[config.mk]
export PLATFORM = sky130hd
export DESIGN_NAME = paddle_ctrl
export DESIGN_NICKNAME = d
export VERILOG_FILES = /design/src/rtl/paddle_ctrl.sv
export SDC_FILE = /design/constraint.sdc
export NUM_CORES = 1
export LEC_CHECK = 0
export BUFFER_PORTS_ARGS = -buffer_cell sky130_fd_sc_hd__buf_2
export CAP_MARGIN = 20
export CORE_MARGIN = 2
export CORE_UTILIZATION = 55
export DETAILED_ROUTE_END_ITERATION = 6
export MAX_ROUTING_LAYER = met4
export PLACE_DENSITY = 0.73
export SLEW_MARGIN = 30
export SYNTH_ARGS = -nofsm -noshare
export SYNTH_HDL_FRONTEND = slang
export SYNTH_SLANG_ARGS = --single-unit
[constraint.sdc]
create_clock -name clk -period 3.7 [get_ports clk]
set_input_delay 0 -clock clk [delete_from_list [all_inputs] [get_ports clk]]
set_output_delay 0 -clock clk [all_outputs]
set_load 0.02 [all_outputs]
[src/rtl/paddle_ctrl.sv]
// Paddle controller: vertical movement with clamping plus a timed horizontal smash lunge.
// One instance per side; all outputs are registered.
module paddle_ctrl #(
  parameter int unsigned W          = 10,
  parameter int unsigned X_HOME     = 0,
  parameter int unsigned Y_INIT     = 0,
  parameter int unsigned Y_MIN      = 0,
  parameter int unsigned Y_MAX      = 10,
  parameter int unsigned STEP       = 1,
  parameter int unsigned TICK_DIV   = 1,
  parameter int unsigned DIR        = 0,
  parameter int unsigned SMASH_DX   = 8,
  parameter int unsigned LUNGE_STEP = 2,
  parameter int unsigned HOLD_TICKS = 4,
  parameter int unsigned COOL_TICKS = 16
) (
  input  logic         clk,
  input  logic         reset,
  input  logic         enable,
  input  logic         up,
  input  logic         down,
  input  logic         smash,
  output logic [W-1:0] x_barra,
  output logic [W-1:0] y_barra,
  output logic         smash_active,
  output logic         busy
);

  localparam int unsigned PW      = W + 1;
  localparam int unsigned TW      = (TICK_DIV > 1) ? $clog2(TICK_DIV) : 1;
  localparam int unsigned CNT_MAX = (HOLD_TICKS > COOL_TICKS) ? HOLD_TICKS : COOL_TICKS;
  localparam int unsigned CW      = $clog2(CNT_MAX + 1) + 1;

  typedef enum logic [2:0] {S_IDLE, S_OUT, S_HOLD, S_RET, S_COOL} state_e;

  state_e          state_q, state_d;
  logic [TW-1:0]   tick_cnt_q, tick_cnt_d;
  logic [CW-1:0]   cnt_q, cnt_d;
  logic [PW-1:0]   off_q, off_d;
  logic [W-1:0]    x_q, x_d;
  logic [W-1:0]    y_q, y_d;
  logic            smash_q, smash_d;
  logic            pend_q, pend_d;
  logic            smash_active_q, smash_active_d;
  logic            busy_q, busy_d;

  logic            tick_c;
  logic            req_c;
  logic [PW-1:0]   y_ext_c;
  logic [PW-1:0]   y_nxt_c;
  logic [PW-1:0]   off_sum_c;

  always_comb begin
    state_d        = state_q;
    tick_cnt_d     = tick_cnt_q;
    cnt_d          = cnt_q;
    off_d          = off_q;
    y_d            = y_q;
    smash_d        = smash_q;
    pend_d         = pend_q;
    y_ext_c        = {1'b0, y_q};
    y_nxt_c        = y_ext_c;
    off_sum_c      = off_q + PW'(LUNGE_STEP);
    tick_c         = enable && (tick_cnt_q == TW'(TICK_DIV - 1));
    req_c          = enable && smash && !smash_q;

    if (enable) begin
      smash_d    = smash;
      tick_cnt_d = tick_c ? '0 : tick_cnt_q + TW'(1);
      pend_d     = tick_c ? 1'b0 : (pend_q | req_c);
    end

    if (tick_c) begin
      // Vertical motion in W+1 bits, then clamp into [Y_MIN, Y_MAX]
      if (up && !down) begin
        y_nxt_c = (y_ext_c >= PW'(STEP)) ? y_ext_c - PW'(STEP) : '0;
      end else if (down && !up) begin
        y_nxt_c = y_ext_c + PW'(STEP);
      end
      if (y_nxt_c < PW'(Y_MIN)) y_nxt_c = PW'(Y_MIN);
      if (y_nxt_c > PW'(Y_MAX)) y_nxt_c = PW'(Y_MAX);
      y_d = W'(y_nxt_c);

      unique case (state_q)
        S_IDLE: if (pend_q || req_c) state_d = S_OUT;
        S_OUT: begin
          off_d = (off_sum_c >= PW'(SMASH_DX)) ? PW'(SMASH_DX) : off_sum_c;
          if (off_d == PW'(SMASH_DX)) begin
            state_d = S_HOLD;
            cnt_d   = '0;
          end
        end
        S_HOLD: begin
          if (32'(cnt_q) + 32'd1 >= HOLD_TICKS) state_d = S_RET;
          else                                  cnt_d   = cnt_q + CW'(1);
        end
        S_RET: begin
          off_d = (off_q >= PW'(LUNGE_STEP)) ? off_q - PW'(LUNGE_STEP) : '0;
          if (off_d == '0) begin
            state_d = S_COOL;
            cnt_d   = '0;
          end
        end
        S_COOL: begin
          if (32'(cnt_q) + 32'd1 >= COOL_TICKS) state_d = S_IDLE;
          else                                  cnt_d   = cnt_q + CW'(1);
        end
        default: state_d = S_IDLE;
      endcase
    end

    x_d            = (DIR != 0) ? W'(X_HOME) - W'(off_d) : W'(X_HOME) + W'(off_d);
    smash_active_d = (state_d == S_OUT) || (state_d == S_HOLD);
    busy_d         = (state_d != S_IDLE);
  end

  always_ff @(posedge clk or negedge reset) begin
    if (!reset) begin
      state_q        <= S_IDLE;
      tick_cnt_q     <= '0;
      cnt_q          <= '0;
      off_q          <= '0;
      x_q            <= W'(X_HOME);
      y_q            <= W'(Y_INIT);
      smash_q        <= 1'b0;
      pend_q         <= 1'b0;
      smash_active_q <= 1'b0;
      busy_q         <= 1'b0;
    end else begin
      state_q        <= state_d;
      tick_cnt_q     <= tick_cnt_d;
      cnt_q          <= cnt_d;
      off_q          <= off_d;
      x_q            <= x_d;
      y_q            <= y_d;
      smash_q        <= smash_d;
      pend_q         <= pend_d;
      smash_active_q <= smash_active_d;
      busy_q         <= busy_d;
    end
  end

  assign x_barra      = x_q;
  assign y_barra      = y_q;
  assign smash_active = smash_active_q;
  assign busy         = busy_q;

endmodule

==> results of run 1 <==
==> flip-flops by register name, summed over array words and instances (netlist names) <==
signal / count
y_barra: 10
tick_cnt_q: 1
x_barra: 10
busy: 1
cnt_q: 6
pend_q: 1
smash_q: 1
state_q: 3
smash_active: 1
off_q: 1
==> cell families (layout without fill, tap and decap cells) <==
group	Yosys count	after routing
flops	35	35
compound gates	78	78
buf+inv	37	48
xor+xnor	10	10
fa+ha+maj	8	8
mux	5	5
simple gates	140	140
==> path summary, 6_finish.rpt <==
check                              to  slack [ps]
max                              busy         580
min                        y_barra[1]         120
max reg2reg                      busy         580
min reg2reg                tick_cnt_q         520
max in group asynchronous  y_barra[8]        2880
min in group asynchronous  state_q[0]         330
==> cell usage after synthesis (3+ instances only) <==
master / instances / area share [%]
xor2_1: 3 / 0.99
or4_1: 4 / 1.1
nand2_1: 27 / 3.8
o31ai_1: 3 / 0.85
or3_1: 3 / 0.70
nand3_1: 10 / 1.9
nand2b_1: 5 / 1.2
mux2_2: 3 / 1.3
nand4_1: 5 / 1.2
a22oi_1: 3 / 0.85
a22o_1: 3 / 0.99
a21oi_1: 13 / 2.4
dfrtp_1: 35 / 33
clkbuf_1: 8 / 1.1
o21ai_0: 26 / 4.9
a211oi_1: 3 / 0.85
nor2b_1: 6 / 1.4
nor2_1: 22 / 3.1
nor3_1: 15 / 2.8
xnor2_1: 7 / 2.3
inv_1: 9 / 1.3
and3_1: 5 / 1.2
nor4_1: 6 / 1.4
and2_1: 8 / 1.9
clkbuf_8: 4 / 2.1
nor4b_1: 3 / 0.99
ha_1: 8 / 3.8
or2_2: 4 / 0.94
nand3b_1: 3 / 0.85
buf_4: 12 / 3.4
==> repair_timing <==
item	in CTS	in global routing
hold buffers	3	0
endpoints found under the setup margin	0	0
endpoints found under the hold margin	37	0
==> power by group through the flow <==
stage / Clock (mW) / Sequential [mW] / Combinational (mW)
after floorplan: 0 / 0.597 / 0.835
after global placement: 0 / 0.672 / 0.871
after detailed placement: 0 / 0.677 / 0.879
after CTS: 0.365 / 0.670 / 0.894
after global routing: 0.380 / 0.701 / 0.998
final: 0.357 / 0.673 / 0.898
==> worst max-delay path, cell delays in order, from the launching register on <==
cell     delay (ps)
dfrtp_1         490
inv_1           140
ha_1            210
or3b_4          430
or3_4           410
nor2_2          190
a31o_4          140
a31oi_4         140
a221o_1         330
or4b_1          530
==> cell type report <==
type / count / share of cell area, %
flip-flops and latches: 35 / 31.03
repair buffers: 31 / 6.117
inverters: 9 / 1.197
multi-input cells: 241 / 55.10
clock inverters: 2 / 1.241
clock buffers: 6 / 2.926
well taps: 54 / 2.394
==> routing by layer <==
| layer | wire (µm) | share of wire (%) | vias to the layer above |
|---|---|---|---|
| met4 | 111 | 1.9 | 0 |
| met3 | 201 | 3.5 | 12 |
| met5 | 0 | 0 | - |
| li1 | - | - | 1156 |
| met2 | 2722 | 47 | 58 |
| met1 | 2769 | 48 | 1112 |
==> metrics by stage <==
stage	total power, mW	utilization, %	hold WS, ps	instances
floorplan	1.433	-	-295.6	313
global placement	1.543	57.01	120.6	367
detailed placement	1.556	57.01	131.5	367
CTS	1.929	60.16	119.0	378
global route	2.079	60.16	150.0	378
finish	1.927	60.16	121.8	378
==> results_dict.tcl, run 1 <==
set metrics [dict create \
    status "finished clean" \
    synthDistinctLibCells 66 \
    cp_max_fo 11 \
    drt_first_pass_iters 4 \
    fmax_ghz 0.3210 \
    initial_core_util_pct 56.80 \
    worst_setup_path_start_kind "flip-flop" \
    muxShareOfSynthArea_pct 2.019 \
    use_met1_pct 30.97 \
    drv_slew 0 \
    busiest_layer "met2" \
    num_rows 25 \
    synth_xor_area_share_pct 3.286 \
    avgRoutedWirePerCell_um 15.36 \
    syn-num-nets 327 \
    core_mm2 0.004692 \
    synth_seq_area_share_pct 32.86 \
    die_h_um 73.61 \
    overflow 0 \
    antenna_cells 0 \
    synth_top_family_by_area "simple AND/OR/NAND/NOR gates" \
    avgSynthCellArea_um2 8.515 \
    cts_setup_buffers 0 \
    io_pins 28 \
    cts_sinks 35 \
    synth_ff_type "dfrtp_1" \
    synth-simple-area-share_pct 29.06 \
    worstSetupPathType "reg2reg" \
    peakVddDrop_mv 0.3478 \
    rr_worst_depth 9 \
    min_path_type "in2reg" \
    tightest_slew_ps 780.3 \
    p_per_area_mw_per_mm2 682.9 \
    hpwl_um 3980 \
    synthToLayoutAreaGrowth_pct 5.916 \
    critPathLaunch "x_barra[1]" \
    vias 2338 \
    min-delay-start "down" \
    die-area_mm2 0.005418 \
    clock_power_share_pct 18.5 \
    clock_latency_ps 290 \
    internal_power_mw 1.063 \
    multi_input_comb_area_mm2 0.001555 \
    root_buffer "clkbuf_8" \
    port_buffers 27 \
    cp-end-kind "flip-flop" \
    period_needed_ps 3116 \
    async_flop_share_pct 100.0 \
    min_path_cells 3 \
    nFillCells 405 \
    met2_usage_pct 35.32 \
    synth_edf_count 0 \
    syn-instance-count 313 \
    seqCellArea_um2 875.8 \
    drv_cap 0 \
    pwr-share-comb_pct 46.6 \
    drt_wl_total_um 5805 \
    cts-resized-gates 0 \
    grt_pass1_vias 2022 \
    r2r-start "x_barra[1]" \
    die_w_um 73.61 \
    grt_max_degree 36 \
    critPathRequiredTime_ps 3860 \
    switchingPower_mw 0.8648 \
    drtAntennaViolNets 0 \
    finalNetCount 337 \
    seqPwrFrac_pct 34.9 \
    fin_crit_sh_pct 84.21 \
    report.final.hold_viol_count 0 \
    drc 0 \
    setup_tns_ps 0 \
    vias_per_cell 6.185 \
    max_slew_margin_pct 47.98 \
    setup_violations 0 \
    swShare_pct 44.87 \
    layout_common_cells "dfrtp_1 (35), nand2_1 (27), buf_2 (27), o21ai_0 (26), nor2_1 (22)" \
    design_area_mm2 0.002823 \
    pre_cts_slack_ps 633.3 \
    rsz0062_at_grt "no" \
    syn_area_mm2 0.002665 \
    grt_pass1_wl_um 9666 \
    p_leak_nw 1.208 \
    gp_congestion 0.9217 \
    grt_use_total_pct 23.38 \
    timing.final.ws_setup_ps 584.3 \
    crit_arrival_ps 3280 \
    use_met3_pct 3.841 \
    synth_adder_area_share_pct 3.756 \
    synth_compound_area_share_pct 20.23 \
    final_common_cell "dfrtp_1" \
    drive_gt1_share_pct 16.67 \
    antenna_found_initial 0 \
    skew_ps 7.293 \
    clockBufferDepth 2 \
    postPlaceCellArea_mm2 0.002675 \
    path_clk_slew_ps 80 \
    first_iter_violations 205 \
    cts_tree "done" \
    htree_levels 2 \
    yosysWarnings 0 \
    cts_buffers 5 \
    synth-seq-cells 35 \
]
Note: power is estimated with default switching activity, not from simulation.
==> run 2: changes to the inputs <==
- clock period: 3.7 -> 2.9 ns (I/O delays scaled with it)
==> results_dict.tcl, run 2 (synthesized netlist as in run 1, its figures left out) <==
set metrics [dict create \
    status "finished clean" \
    p_per_area_mw_per_mm2 852.1 \
    layout_common_cells "dfrtp_1 (35), nand2_1 (27), buf_2 (27), o21ai_0 (26), nor2_1 (22)" \
    root_buffer "clkbuf_8" \
    drt_first_pass_iters 4 \
    skew_ps 5.325 \
    drv_cap 0 \
    final_common_cell "dfrtp_1" \
    cp-end-kind "flip-flop" \
    fmax_ghz 0.3542 \
    worstSetupPathType "reg2reg" \
    grt_use_total_pct 24.00 \
    critPathRequiredTime_ps 3060 \
    vias_per_cell 6.154 \
    postPlaceCellArea_mm2 0.002818 \
    design_area_mm2 0.002968 \
    finalNetCount 356 \
    tightest_slew_ps 787.5 \
    final_util_pct 63.25 \
    die_h_um 73.61 \
    crit_arrival_ps 2980 \
    cts_buffers 5 \
    cts_sinks 35 \
    overflow 0 \
    p_leak_nw 1.283 \
    first_iter_violations 202 \
    setup_violations 0 \
    grt_max_degree 36 \
    grt_pass1_wl_um 9873 \
    port_buffers 27 \
    antenna_cells 0 \
    antenna_found_initial 0 \
    hpwl_um 4375 \
    pre_cts_slack_ps 10.75 \
    die_w_um 73.61 \
    drc 0 \
    cp_max_fo 5 \
    grt_pass1_vias 2139 \
    avgRoutedWirePerCell_um 15.37 \
    path_clk_slew_ps 70 \
    drv_slew 0 \
    core_mm2 0.004692 \
    die-area_mm2 0.005418 \
    clockBufferDepth 2 \
    timing.final.ws_setup_ps 77.00 \
    io_pins 28 \
    fin_crit_sh_pct 97.34 \
    drt_wl_total_um 6103 \
    cts_setup_buffers 0 \
    synthToLayoutAreaGrowth_pct 11.36 \
    p_total_mw 2.529 \
    vias 2443 \
    max_slew_margin_pct 47.50 \
    htree_levels 2 \
    min_path_type "in2reg" \
    clock_latency_ps 290 \
    cts_tree "done" \
    report.final.hold_viol_count 0 \
    period_needed_ps 2823 \
    worst_setup_path_start_kind "flip-flop" \
    peakVddDrop_mv 0.4600 \
    initial_core_util_pct 56.80 \
    gp_congestion 0.9203 \
    drtAntennaViolNets 0 \
    drive_gt1_share_pct 22.45 \
    num_rows 25 \
]
[run 2: layout make-up]
type                       instances  area [µm²]
inverter                           9       33.78
clock buffer                       5       68.82
timing repair buffer              50       315.3
fill                             411        1724
multi-input combinational        241        1583
clock inverter                     3       23.77
tap                               54       67.56
sequential                        35       875.8
[run 2: stage by stage]
stage | hold WS (ps) | instances | TNS [ps]
2_1_floorplan | -295.6 | 313 | 0
6_report | 122.0 | 397 | 0
5_1_grt | 166.7 | 397 | -17.51
3_3_place_gp | 116.4 | 386 | 0
4_1_cts | 129.8 | 397 | 0
3_5_place_dp | 122.8 | 386 | 0
[run 2: path summary, 6_finish.rpt]
kind                            start    endpoint  slack [ps]  cells after the start
setup / recovery           x_barra[1]        busy          80                      9
hold / removal                   down  y_barra[1]         120                      3
setup reg to reg           x_barra[1]        busy          80                      9
hold reg to reg              cnt_q[2]    cnt_q[2]         540                      1
max in group asynchronous       reset    cnt_q[3]        2080                      2
min in group asynchronous       reset  x_barra[6]         320                      2
[run 2: report_power, final]
group | leakage (nW) | internal, mW | switching, mW
Sequential | 0.443 | 0.600 | 0.120
Clock | 0.0408 | 0.172 | 0.196
Combinational | 0.799 | 0.596 | 0.845
Total | 1.28 | 1.37 | 1.16
[run 2: routing by layer]
| layer | GRT usage [%] | up-vias | part of all wire (%) |
|---|---|---|---|
| li1 | - | 1189 | - |
| met1 | 30.15 | 1169 | 44 |
| met2 | 38.19 | 72 | 50 |
| met3 | 4.664 | 13 | 4.4 |
| met4 | 9.293 | 0 | 1.9 |
| met5 | - | - | 0 |
[run 2: worst max-delay path, stage by stage, from the launching register on]
cell,delay [ps]
dfrtp_1,370
inv_1,120
ha_4,160
or3b_4,400
or3_4,420
a21oi_2,140
a211o_2,140
a31oi_4,90
a221o_1,290
or4b_1,550
[run 2: what timing repair did]
| action | CTS | global route |
|---|---|---|
| hold buffers | 3 | 0 |
| endpoints found under the hold margin | 37 | 0 |
| resized for setup | 0 | 6 |
| setup endpoints to repair | 0 | 2 |
==> run 3: changes to the inputs <==
- RECOVER_POWER: unset -> 100
==> results_dict.tcl, run 3 (synthesized netlist as in run 1, its figures left out) <==
set metrics [dict create \
    status "finished, violations left" \
    failed_checks "capacitance limit, slew limit" \
    vias 2426 \
    fmax_ghz 0.3513 \
    cp_slowest_stage_delay_ps 560 \
    cts_buffers 5 \
    cts_tree "done" \
    endpoint "busy" \
    antenna_cells 0 \
    crit_path_top_delay_cell "or4b_1" \
    cts_setup_buffers 0 \
    worstSetupPathType "reg2reg" \
    hpwl_um 4375 \
    layout_common_cells "dfrtp_1 (35), nand2_1 (27), o21ai_0 (26), nor2_1 (22), clkbuf_1 (22)" \
    initial_core_util_pct 56.80 \
    finalNetCount 356 \
    pre_cts_slack_ps 10.75 \
    drive_gt1_share_pct 15.74 \
    vias_per_cell 6.111 \
    cts_sinks 35 \
    drc 0 \
    grt_pass1_vias 2139 \
    critPathRequiredTime_ps 3060 \
    port_buffers 27 \
    final_common_cell "dfrtp_1" \
    peakVddDrop_mv 0.4459 \
    antenna_found_initial 0 \
    grt_use_total_pct 24.00 \
    core_mm2 0.004692 \
    min_path_type "in2reg" \
    report.final.hold_viol_count 0 \
    drt_first_pass_iters 4 \
    overflow 0 \
    nFillCells 422 \
    drv_cap 1 \
    fin_crit_sh_pct 98.16 \
    die_w_um 73.61 \
    grt_max_degree 36 \
    htree_levels 2 \
    drv_slew 36 \
    io_pins 28 \
    rr_endpoint "busy" \
    drtAntennaViolNets 0 \
    rr_worst_depth 9 \
    num_rows 25 \
    drt_wl_total_um 6090 \
    crit_arrival_ps 3000 \
    setup_violations 0 \
    clock_latency_ps 290 \
    skew_ps 5.018 \
    first_iter_violations 222 \
    period_needed_ps 2847 \
    p_leak_nw 1.205 \
    r2r-start "x_barra[1]" \
    avgRoutedWirePerCell_um 15.34 \
    cp-end-kind "flip-flop" \
    tightest_slew_ps 1884 \
    die-area_mm2 0.005418 \
    setup_tns_ps 0 \
    critPathLaunch "x_barra[1]" \
    timing.final.ws_setup_ps 53.49 \
    root_buffer "clkbuf_8" \
    rrSetupSlack_ps 50 \
    grt_pass1_wl_um 9873 \
    p_per_area_mw_per_mm2 853.7 \
    die_h_um 73.61 \
    gp_congestion 0.9203 \
    path_clk_slew_ps 80 \
    worst_setup_path_start_kind "flip-flop" \
    max_slew_margin_pct -25.62 \
    cp_max_fo 5 \
    worstPathCellList "inv_1 -> ha_4 -> or3b_4 -> or3_4 -> a21oi_2 -> a211o_2 -> a31oi_4 -> a221o_1 -> or4b_1" \
    synthToLayoutAreaGrowth_pct 9.906 \
    clockBufferDepth 2 \
]
## run 3: changes by cell type in the layout (fill, tap and decap cells not counted)
cell	change
clkbuf_1	+22
buf_2	-18
and2_0	+4
and2_1	-4
buf_4	-4
or2b_1	+1
or2b_2	-1
## run 3: layout make-up
type	instances	area, µm²	share of cell area (%)
tap	54	67.56	2.307
timing repair buffer	50	277.8	9.483
inverter	9	33.78	1.153
sequential	35	875.8	29.90
clock buffer	5	68.82	2.349
multi-input combinational	241	1582	53.99
clock inverter	3	23.77	0.8116
## run 3: through the flow
step / cell area (µm²) / hold WS [ps] / utilization [%] / power (mW) / std cells
final: 2929 / 124.4 / 62.43 / 2.501 / 397
after global routing: 2929 / 166.7 / 62.43 / 2.698 / 397
after CTS: 2940 / 129.8 / 62.67 / 2.494 / 397
after detailed placement: 2818 / 122.8 / 60.05 / 2.116 / 386
after global placement: 2818 / 116.4 / 60.05 / 2.081 / 386
after floorplan: 2665 / -295.6 / - / 1.828 / 313
## run 3: worst min-delay path by stage
| stage | slack (ps) | endpoint | depth (start not counted) | start |
|---|---|---|---|---|
| after floorplan | -300 | busy | 0 | reset |
| after global placement | 120 | x_barra[6] | 1 | reset |
| after detailed placement | 120 | x_barra[6] | 1 | reset |
| after CTS | 130 | y_barra[1] | 3 | down |
| after global routing | 170 | y_barra[1] | 3 | down |
| final | 120 | y_barra[1] | 3 | down |
## run 3: power by group
group / switching (mW) / internal [mW]
Combinational: 0.848 / 0.563
Clock: 0.197 / 0.172
Sequential: 0.121 / 0.600
Total: 1.17 / 1.33
## run 3: metal layers
layer	vias to the layer above	share of wire, %	GRT usage [%]
li1	1191	-	-
met5	-	0	-
met3	16	4.3	4.664
met4	0	2.2	9.293
met2	71	50	38.19
met1	1148	44	30.15
## run 3: critical path, delay by kind of cell, from the launching register on
kind                       cells  cell delay [ps]
and+or+nand+nor                3             1390
AOI/OAI and AO/OA              4              680
buffers and inverters          1              130
DFF                            1              380
adders and majority gates      1              160
## run 3: repair_timing
action | in CTS | in global routing
resized for setup | 0 | 6
endpoints found under the setup margin | 0 | 2
hold endpoints to repair | 37 | 0
hold buffers | 3 | 0
